File: src/rtl/prng_stream_ctrl_pkg.sv
// Shared types for the PRNG stream controller: counter type, block width and FSM states.
package TYPES;

  localparam int unsigned PRNG_BLK_W = 256;
  localparam int unsigned CR_CNT_W   = 16;

  typedef logic [CR_CNT_W-1:0] cr_cnt_t;

  typedef enum logic [1:0] {
    StIdle,
    StIssue,
    StDrain
  } ctrl_state_e;

endpackage

File: src/rtl/prng_stream_ctrl_if.sv
// Show-ahead output stream of 256-bit PRNG blocks (valid/ready, pop when both high).
interface prng_stream_ctrl_if;
  import TYPES::*;

  logic [PRNG_BLK_W-1:0] rd_data;
  logic                  rd_vld;
  logic                  rd_rdy;

  modport master (output rd_data, output rd_vld, input rd_rdy);
  modport slave  (input rd_data, input rd_vld, output rd_rdy);

endinterface

File: src/rtl/prng_out_fifo.sv
// Synchronous show-ahead FIFO with occupancy count; a pop frees room for a same-cycle push.
module prng_out_fifo
  import TYPES::*;
#(
  parameter int unsigned Depth = 8,
  localparam int unsigned Aw = $clog2(Depth),
  localparam int unsigned Cw = Aw + 1
) (
  input  logic                  clk,
  input  logic                  rst_n,
  input  logic                  push,
  input  logic [PRNG_BLK_W-1:0] push_data,
  input  logic                  pop,
  output logic [PRNG_BLK_W-1:0] head,
  output logic                  vld,
  output logic                  full,
  output logic [Cw-1:0]         count
);

  logic [PRNG_BLK_W-1:0] mem [Depth];
  logic [Aw-1:0]         wr_ptr_q, rd_ptr_q;
  logic [Cw-1:0]         count_q;
  logic                  do_push, do_pop;

  assign vld     = (count_q != '0);
  assign full    = (count_q == Cw'(Depth));
  assign count   = count_q;
  assign head    = mem[rd_ptr_q];
  assign do_pop  = pop && vld;
  assign do_push = push && (!full || do_pop);

  always_ff @(posedge clk) begin
    if (do_push) begin
      mem[wr_ptr_q] <= push_data;
    end
  end

  always_ff @(posedge clk) begin
    if (!rst_n) begin
      wr_ptr_q <= '0;
      rd_ptr_q <= '0;
      count_q  <= '0;
    end else begin
      if (do_push) begin
        wr_ptr_q <= wr_ptr_q + Aw'(1);
      end
      if (do_pop) begin
        rd_ptr_q <= rd_ptr_q + Aw'(1);
      end
      unique case ({do_push, do_pop})
        2'b10:   count_q <= count_q + Cw'(1);
        2'b01:   count_q <= count_q - Cw'(1);
        default: count_q <= count_q;
      endcase
    end
  end

endmodule

File: src/rtl/prng_stream_ctrl.sv
// Issues counter/prefix requests to a PRNG under FIFO credit control and buffers its output blocks.
module prng_stream_ctrl
  import TYPES::*;
#(
  parameter int unsigned FIFO_DEPTH = 8
) (
  input  logic                  CLK,
  input  logic                  RSTn,
  input  logic                  start,
  input  cr_cnt_t               start_cnt,
  input  cr_cnt_t               num_blk,
  input  logic [6:0]            prefix_in,
  output logic                  busy,
  output logic                  done,
  output cr_cnt_t               prng_cnt,
  output logic [6:0]            prng_prefix,
  output logic                  prng_drdy,
  input  logic [PRNG_BLK_W-1:0] prng_dout,
  input  logic                  prng_dvld,
  prng_stream_ctrl_if.master    rd,
  output logic                  ovf_err
);

  localparam int unsigned CntW = $clog2(FIFO_DEPTH) + 1;
  localparam logic [CntW:0] DepthVal = (CntW + 1)'(FIFO_DEPTH);

  ctrl_state_e     state_q;
  cr_cnt_t         remaining_q;
  logic [CntW-1:0] reserved_q, reserved_d;
  logic [CntW-1:0] fifo_count;
  logic [CntW:0]   credit_sum;
  logic            fifo_full, pop_now, ovf_set, fifo_push;
  logic            issue_go, ret_ok;

  assign busy       = (state_q != StIdle);
  assign pop_now    = rd.rd_vld && rd.rd_rdy;
  assign ovf_set    = prng_dvld && fifo_full && !pop_now;
  assign fifo_push  = prng_dvld && !ovf_set;
  assign credit_sum = {1'b0, reserved_q} + {1'b0, fifo_count};
  // Credit is reserved on the decision edge so back-to-back issues never oversubscribe the FIFO.
  assign issue_go   = (state_q == StIssue) && (remaining_q != '0) && (credit_sum < DepthVal);
  assign ret_ok     = prng_dvld && (reserved_q != '0);

  always_comb begin
    reserved_d = reserved_q;
    if (issue_go && !ret_ok) begin
      reserved_d = reserved_q + CntW'(1);
    end else if (!issue_go && ret_ok) begin
      reserved_d = reserved_q - CntW'(1);
    end
  end

  always_ff @(posedge CLK) begin
    if (!RSTn) begin
      state_q     <= StIdle;
      remaining_q <= '0;
      reserved_q  <= '0;
      prng_cnt    <= '0;
      prng_prefix <= '0;
      prng_drdy   <= 1'b0;
      done        <= 1'b0;
      ovf_err     <= 1'b0;
    end else begin
      done       <= 1'b0;
      prng_drdy  <= issue_go;
      reserved_q <= reserved_d;
      if (prng_drdy) begin
        prng_cnt <= prng_cnt + cr_cnt_t'(1);
      end
      if (ovf_set) begin
        ovf_err <= 1'b1;
      end
      unique case (state_q)
        StIdle: begin
          if (start) begin
            if (num_blk != '0) begin
              prng_cnt    <= start_cnt;
              prng_prefix <= prefix_in;
              remaining_q <= num_blk;
              state_q     <= StIssue;
            end else begin
              done <= 1'b1;
            end
          end
        end
        StIssue: begin
          if (issue_go) begin
            remaining_q <= remaining_q - cr_cnt_t'(1);
            if (remaining_q == cr_cnt_t'(1)) begin
              state_q <= StDrain;
            end
          end
        end
        StDrain: begin
          if (reserved_q == '0) begin
            done    <= 1'b1;
            state_q <= StIdle;
          end
        end
        default: state_q <= StIdle;
      endcase
    end
  end

  prng_out_fifo #(
    .Depth(FIFO_DEPTH)
  ) u_fifo (
    .clk      (CLK),
    .rst_n    (RSTn),
    .push     (fifo_push),
    .push_data(prng_dout),
    .pop      (rd.rd_rdy),
    .head     (rd.rd_data),
    .vld      (rd.rd_vld),
    .full     (fifo_full),
    .count    (fifo_count)
  );

endmodule

File: src/flat_wrapper.sv
// flat-port wrapper written by rule: the top's interface ports become plain ports
module prng_stream_ctrl_flat import TYPES::*;
#(
  parameter int unsigned FIFO_DEPTH = 8
)
  (CLK, RSTn, start, start_cnt, num_blk, prefix_in, busy, done, prng_cnt, prng_prefix, prng_drdy, prng_dout, prng_dvld, ovf_err, rd_rd_data, rd_rd_vld, rd_rd_rdy);
  prng_stream_ctrl_if rd_i ();
  input  logic CLK;
  input  logic RSTn;
  input  logic start;
  input  cr_cnt_t start_cnt;
  input  cr_cnt_t num_blk;
  input  logic [6:0] prefix_in;
  output logic busy;
  output logic done;
  output cr_cnt_t prng_cnt;
  output logic [6:0] prng_prefix;
  output logic prng_drdy;
  input  logic [PRNG_BLK_W-1:0] prng_dout;
  input  logic prng_dvld;
  output logic ovf_err;
  output wire logic [$bits(rd_i.rd_data)-1:0] rd_rd_data;
  output wire logic [$bits(rd_i.rd_vld)-1:0] rd_rd_vld;
  input wire logic [$bits(rd_i.rd_rdy)-1:0] rd_rd_rdy;
  assign rd_rd_data = rd_i.rd_data;
  assign rd_rd_vld = rd_i.rd_vld;
  assign rd_i.rd_rdy = rd_rd_rdy;
  prng_stream_ctrl #(.FIFO_DEPTH(FIFO_DEPTH)) u_core (.CLK(CLK), .RSTn(RSTn), .start(start), .start_cnt(start_cnt), .num_blk(num_blk), .prefix_in(prefix_in), .busy(busy), .done(done), .prng_cnt(prng_cnt), .prng_prefix(prng_prefix), .prng_drdy(prng_drdy), .prng_dout(prng_dout), .prng_dvld(prng_dvld), .rd(rd_i), .ovf_err(ovf_err));
endmodule
File: config.mk
export PLATFORM = sky130hd
export DESIGN_NAME = prng_stream_ctrl_flat
export DESIGN_NICKNAME = d
export VERILOG_FILES = /design/src/rtl/prng_stream_ctrl_pkg.sv /design/src/rtl/prng_stream_ctrl_if.sv /design/src/rtl/prng_out_fifo.sv /design/src/rtl/prng_stream_ctrl.sv /design/src/flat_wrapper.sv
export SDC_FILE = /design/constraint.sdc
export NUM_CORES = 2
export LEC_CHECK = 0
export BUFFER_PORTS_ARGS = -buffer_cell sky130_fd_sc_hd__buf_4
export CAP_MARGIN = 20
export CORE_MARGIN = 5
export CORE_UTILIZATION = 35
export CTS_BUF_LIST = sky130_fd_sc_hd__clkbuf_16
export CTS_CLUSTER_SIZE = 12
export DETAILED_ROUTE_END_ITERATION = 10
export SYNTH_ARGS = -nofsm -noshare
export SYNTH_HDL_FRONTEND = slang
export SYNTH_SLANG_ARGS = --single-unit
File: constraint.sdc
create_clock -name CLK -period 28.6 [get_ports CLK]
set_clock_uncertainty 0.2 [all_clocks]
set_input_delay 1.43 -clock CLK [delete_from_list [all_inputs] [get_ports CLK]]
set_output_delay 1.43 -clock CLK [all_outputs]
set_load 0.05 [all_outputs]
; Word level (Yosys, flattened, before mapping)
; Memories as Yosys holds them, arrays and structs flattened. A register that Yosys moved wholly into a read port is not among the register bits.
; Cells that the tools add are included.
[totals]
ff_bits = 58
ramBits = 2048
input_bits = 300
output_inout_bits = 284
n_memories = 1
[memory_table]
columns = name, depth, width, read_ports, rd_clocked_by_memory_dff, write_ports, line
row1 = u_core.u_fifo.mem, 8, 256, 1, 1, 1, prng_out_fifo.sv:20  ; logic [PRNG_BLK_W-1:0] mem [Depth];
[op_classes]
addsub = 9
order_cmp = 1
eq_ne = 11
mux = 25
n_reduce_logical = 29
[ops]
columns = cell, n
row1 = two-way mux 16 bit, 7
row2 = case mux 16 bit (2 select lines), 1
row3 = nonzero test 16 bit, 2
row4 = adder 16 x 1 -> 16 bit (second input constant), 1
row5 = == test 16 x 1 -> 1 bit (second input constant), 1
row6 = subtractor 16 x 1 -> 16 bit (second input constant), 1
row7 = logical AND 1 bit, 10
row8 = two-way mux 2 bit, 5
row9 = adder 4 x 1 -> 4 bit (second input constant), 2
row10 = two-way mux 4 bit, 2
row11 = case mux 4 bit (2 select lines), 1
row12 = nonzero test 2 bit, 4
row13 = nonzero test 4 bit, 2
row14 = subtractor 4 x 1 -> 4 bit (second input constant), 2
row15 = adder 3 x 1 -> 3 bit (second input constant), 2
row16 = two-way mux 3 bit, 2
row17 = != test 2 x 1 -> 1 bit (second input constant), 3
row18 = case mux 2 bit (3 select lines), 1
row19 = adder 4 x 4 -> 5 bit, 1
row20 = zero test 1 bit, 5
row21 = < comparator 5 x 4 -> 1 bit (second input constant), 1
row22 = two-way mux 1 bit, 5
row23 = AND reduction 5 bit, 1
row24 = == test 2 x 1 -> 1 bit (second input constant), 2
row25 = 9 further kinds, 11

; Longest topological paths before layout
[logic_depth]
word_depth = 9
ltp_mapped = 14
depth_no_buf = 14

; By module
; Synthesis repeated with hierarchy kept, for this count alone.
[unflattened]
cells_unflattened = 3381
area_unflattened_um2 = 80277.0
[modules_own_cells]
columns = module, instances, cells_each, area_each_um2, seq_area_each_um2
row1 = prng_out_fifo, 1, 3044, 77593.2, 61759.2
row2 = prng_stream_ctrl, 1, 337, 2683.8, 960.9

; Worst setup path before layout
; No wires, ideal clock.
[synth_path]
path_type = input-to-reg
start = input rd_rd_rdy
end = memory u_core.u_fifo.mem[0][0], enable pin
setup_time_ps = 1187
arrival_time_ps = 19178
t_required_ps = 27213
slack_ps = 8035
stages = 4
n_path_buf = 0
cell_sequence = inv_1 > a31oi_1 > nand2b_1 > nor3_1
[synth_between]
elab_chain_len = 8
[synth_lines]
columns = element, line
row1 = "start, declared", flat_wrapper.sv:24  ; input wire logic [$bits(rd_i.rd_rdy)-1:0] rd_rd_rdy;
row2 = logical AND 1 bit (*), "prng_out_fifo.sv:29, prng_stream_ctrl.sv:36"
row3 = zero test 1 bit, prng_stream_ctrl.sv:37  ; assign ovf_set = prng_dvld && fifo_full && !pop_now;
row4 = logical AND 1 bit, prng_stream_ctrl.sv:37
row5 = zero test 1 bit, prng_stream_ctrl.sv:38  ; assign fifo_push = prng_dvld && !ovf_set;
row6 = logical AND 1 bit, prng_stream_ctrl.sv:38
row7 = logical AND 1 bit (*), prng_out_fifo.sv:30  ; assign do_push = push && (!full || do_pop);
row8 = two-way mux 1 bit (*), prng_out_fifo.sv:33  ; if (do_push) begin
row9 = two-way mux 1 bit (not written as such) (*), prng_out_fifo.sv:34  ; mem[wr_ptr_q] <= push_data;
row10 = "end, declared", prng_out_fifo.sv:20
; Mark *: on every way between the ends. The rest lies on a longest branch, timed or not.

==> flow_summary.json <==
{
  "status": "finished clean",
  "swShare_pct": 29.7,
  "global_route_wire_length_before_repair_mm": 265,
  "layout.filler_cells": 19700,
  "cts_sinks": 2109,
  "remaining_drc_errors": 0,
  "syn-mean-instance-area_um2": 23.7,
  "final_common_cell": "sky130_fd_sc_hd__edfxtp_1",
  "numPortBuffers": 583,
  "layout_common_cells": "sky130_fd_sc_hd__edfxtp_1 (2048), sky130_fd_sc_hd__buf_4 (648), sky130_fd_sc_hd__mux4_2 (512)",
  "synth-compound-area-share_pct": 0.897,
  "die_footprint_um2": 238000,
  "setup_viol": 0,
  "worst_setup_path_end_kind": "output pin",
  "asyncSetResetFlopFracSynth_pct": 0,
  "synth.distinct_cells": 54,
  "initial_core_utilization_pct": 35.2,
  "drt-wirelength-per-cell_um": 24.9,
  "synthesis.area_um2": 79900,
  "antenna_violations_before_repair": 41,
  "sequential_cell_area_um2": 62700,
  "p_int_uw": 5670,
  "cts.repair_timing.setup_buffer_count": 0,
  "cp_peak_stage_delay_ns": 0.87,
  "die_h_um": 488,
  "synthFlopType": "sky130_fd_sc_hd__edfxtp_1",
  "setup.worst_path.class": "reg2out",
  "report.final.hold_viol_count": 0,
  "rsz_0062_raised_after_global_routing": "no",
  "worst_path_maximum_fanout": 47,
  "vias_in_the_first_global_route": 38800,
  "worst_slew_pin_slew_ns": 1.06,
  "min_path_cells": 2,
  "layout_worst_path_cycle_share_pct": 26.8,
  "worst_r2r_startpoint": "u_core.u_fifo.count[0]$_SDFFE_PN0P_",
  "timing.slew.headroom_pct": 29.3,
  "fp.dieW_um": 488,
  "final-max-slew-violation-count": 0,
  "gpl.final_weighted_congestion": 0.742,
  "route.detailed.vias_per_inst": 5.04,
  "synth_xor_area_share_pct": 0.263,
  "crit_path_top_delay_cell": "sky130_fd_sc_hd__buf_4",
  "min_period_ns": 7.67,
  "num_io_pins": 584,
  "largest_net_degree_at_the_start_of_global_routing": 128,
  "power_frac_seq_pct": 44.3,
  "critPathArrivalTime_ns": 6.04,
  "min_to": "u_core.prng_prefix[5]$_SDFFE_PN0P_",
  "timing.reg2reg.worst_path_depth": 8,
  "worst_path_most_repeated_cell": "sky130_fd_sc_hd__buf_4",
  "synth.net_count": 3687,
  "power_leakage_uw": 0.0300,
  "overall_global_routing_usage_pct": 15.0,
  "area_of_combinational_cells_with_multiple_inputs_um2": 16500,
  "fp.coreArea_um2": 227000,
  "synth-seq-area-share_pct": 78.5,
  "ir_drop_v": 0.0000666,
  "ys.warnings.count": 0,
  "numCtsBuffers": 214,
  "hold_path.class": "reg2reg",
  "pwr-share-comb_pct": 24.3,
  "area_growth_syn_to_layout_pct": 18.2,
  "rows": 175,
  "routed-via-count": 36600,
  "cap_viol_max_count": 0,
  "reg2reg_setup_slack_ns": 23.41,
  "edff_count_synth": 2048,
  "r2r_end": "u_core.u_fifo.mem[2][155]$_DFFE_PP_",
  "detail-route-antenna-nets": 0,
  "worst-endpoint-required_ns": 26.97,
  "layout-drive-gt1-share_pct": 40.1,
  "cts_max_path_buffers": 3,
  "postRouteWirelength_mm": 181,
  "final.setup.tns_ns": 0,
  "power.density_nw_per_um2": 85.4,
  "synthMuxAreaShare_pct": 18.2,
  "drtPass1Iterations": 5,
  "cts-resized-gates": 0,
  "final_nets": 4396,
  "gate_count_after_technology_mapping": 3371,
  "fmax_ghz": 0.130,
  "post_synth_fa_ha_maj_area_fraction_pct": 0.269,
  "crit_chain": "buf_4 -> buf_4 -> buf_4 -> buf_4 -> mux4_2 -> mux2_2 -> buf_4",
  "cts_tree": "yes",
  "switching_power_uw": 2400,
  "timing.hold.worst.start": "u_core.prng_prefix[5]$_SDFFE_PN0P_",
  "clk_pin_slew_ns": 0.06,
  "clkPwrFrac_pct": 31.5,
  "synth_simple_gate_area_share_pct": 0.958,
  "synth_top_family_by_area": "multiplexers",
  "drtIter0Drc": 2473,
  "setup.worst_path.start_class": "flip-flop",
  "whs_ns": 0.294,
  "worstSkewPairLatency_ns": 0.83,
  "dpl.hpwl_mm": 103,
  "cts.htree.levels": 4,
  "holdBufCountCts": 0,
  "clock-root-buffer": "sky130_fd_sc_hd__clkbuf_16",
  "gr-total-overflow": 0,
  "synth_seq_cells": 2109
}
## cell usage after synthesis, types with 2 or more instances
library cell,count,area (um^2)
sky130_fd_sc_hd__edfxtp_1,2048,61500
sky130_fd_sc_hd__mux4_2,512,11500
sky130_fd_sc_hd__mux2_2,256,2880
sky130_fd_sc_hd__clkbuf_1,85,319
sky130_fd_sc_hd__dfxtp_1,61,1220
sky130_fd_sc_hd__nor2_1,61,229
sky130_fd_sc_hd__buf_2,51,255
sky130_fd_sc_hd__nand2_1,37,139
sky130_fd_sc_hd__a21oi_1,24,120
sky130_fd_sc_hd__buf_1,24,90.1
sky130_fd_sc_hd__o21ai_0,22,110
sky130_fd_sc_hd__inv_1,15,56.3
sky130_fd_sc_hd__ha_1,14,175
sky130_fd_sc_hd__xor2_1,13,114
sky130_fd_sc_hd__mux2i_1,11,110
sky130_fd_sc_hd__nor3_1,11,55.1
sky130_fd_sc_hd__o311ai_0,11,96.3
sky130_fd_sc_hd__xnor2_1,11,96.3
sky130_fd_sc_hd__nand3_1,10,50.1
sky130_fd_sc_hd__nor4_1,10,62.6
sky130_fd_sc_hd__a211oi_1,9,67.6
sky130_fd_sc_hd__nand2b_1,8,50.1
sky130_fd_sc_hd__o31ai_1,8,60.1
sky130_fd_sc_hd__o211ai_1,6,45.0
sky130_fd_sc_hd__a22oi_1,4,30.0
sky130_fd_sc_hd__nand4_1,4,25.0
sky130_fd_sc_hd__o21a_1,4,30.0
sky130_fd_sc_hd__a21o_1,3,22.5
sky130_fd_sc_hd__a31oi_1,3,18.8
sky130_fd_sc_hd__a41oi_1,3,26.3
sky130_fd_sc_hd__or3_1,3,18.8
sky130_fd_sc_hd__a2bb2oi_1,2,17.5
sky130_fd_sc_hd__and2_1,2,12.5
sky130_fd_sc_hd__and3_1,2,12.5
sky130_fd_sc_hd__buf_6,2,22.5
sky130_fd_sc_hd__fa_1,2,40.0
sky130_fd_sc_hd__or4_1,2,15.0
## critical path, delay by kind of cell (launching register included)
family | cells | cell delay (ns)
multiplexers | 2 | 0.90
flip-flops | 1 | 0.73
buffers and inverters | 5 | 3.36
## how the worst max path moves through the flow
stage | to | from | slack, ns
after floorplan | u_core.u_fifo.mem[0][0]$_DFFE_PP_ | rd_rd_rdy | 8.03
after global placement | rd_rd_data[255] | flip-flop | 21.53
after detailed placement | rd_rd_data[209] | flip-flop | 21.50
after CTS | rd_rd_data[209] | flip-flop | 20.52
after global routing | rd_rd_data[209] | flip-flop | 20.18
final | rd_rd_data[209] | flip-flop | 20.93
## state kept, by name, indices dropped and copies added (netlist names), named ones only
signal and cells:
u_core.u_fifo.rd_ptr_q 3, u_core.u_fifo.wr_ptr_q 3, u_core.prng_prefix 7, u_core.prng_drdy 1, u_core.ovf_err 1, u_core.done 1
u_core.remaining_q 16, u_core.prng_cnt 16, u_core.state_q 2, u_core.u_fifo.count 4, u_core.u_fifo.mem 2048, u_core.reserved_q 4
## power groups by stage
stage,combinational [uW],clock [uW],sequential [uW]
2_1_floorplan,1410,0,3690
3_3_place_gp,1980,0,3640
3_5_place_dp,1990,0,3640
4_1_cts,1990,2620,3580
5_1_grt,2090,2750,3580
6_report,1960,2540,3570
## kinds of logic after synthesis
| family | count (synthesis) |
|---|---|
| buf+inv | 179 |
| simple gates | 160 |
| fa+ha+maj | 16 |
| xor+xnor | 24 |
| compound gates | 104 |
| mux | 779 |
| flops | 2109 |
## metal layers
metal  track usage, %  part of all wire [%]
met5                0                  0.16
met4             4.46                   2.5
met3             5.41                   8.6
met2             23.6                    47
met1             19.6                    42
## stage by stage
stage / cell area [um^2] / setup WS, ns / std cells / power [uW] / utilization (%)
final: 94500 / 20.93 / 7265 / 8070 / 41.6
after floorplan: 79900 / 8.03 / 3371 / 5110 / -
after global placement: 88000 / 21.53 / 6871 / 5610 / 38.7
after global routing: 94400 / 20.18 / 7248 / 8420 / 41.6
after CTS: 94400 / 20.52 / 7242 / 8190 / 41.5
after detailed placement: 88000 / 21.50 / 6872 / 5630 / 38.7
## layout make-up
class                   count  share of cell area [%]
clock inverters           155                    1.04
inverters                  16                  0.0636
diodes                     22                  0.0583
repair buffers            656                    5.31
flip-flops and latches   2109                    66.4
clock buffers             215                    5.69
multi-input cells        1083                    17.5
well taps                3009                    3.98
Note: power is estimated with default switching activity, not from simulation.
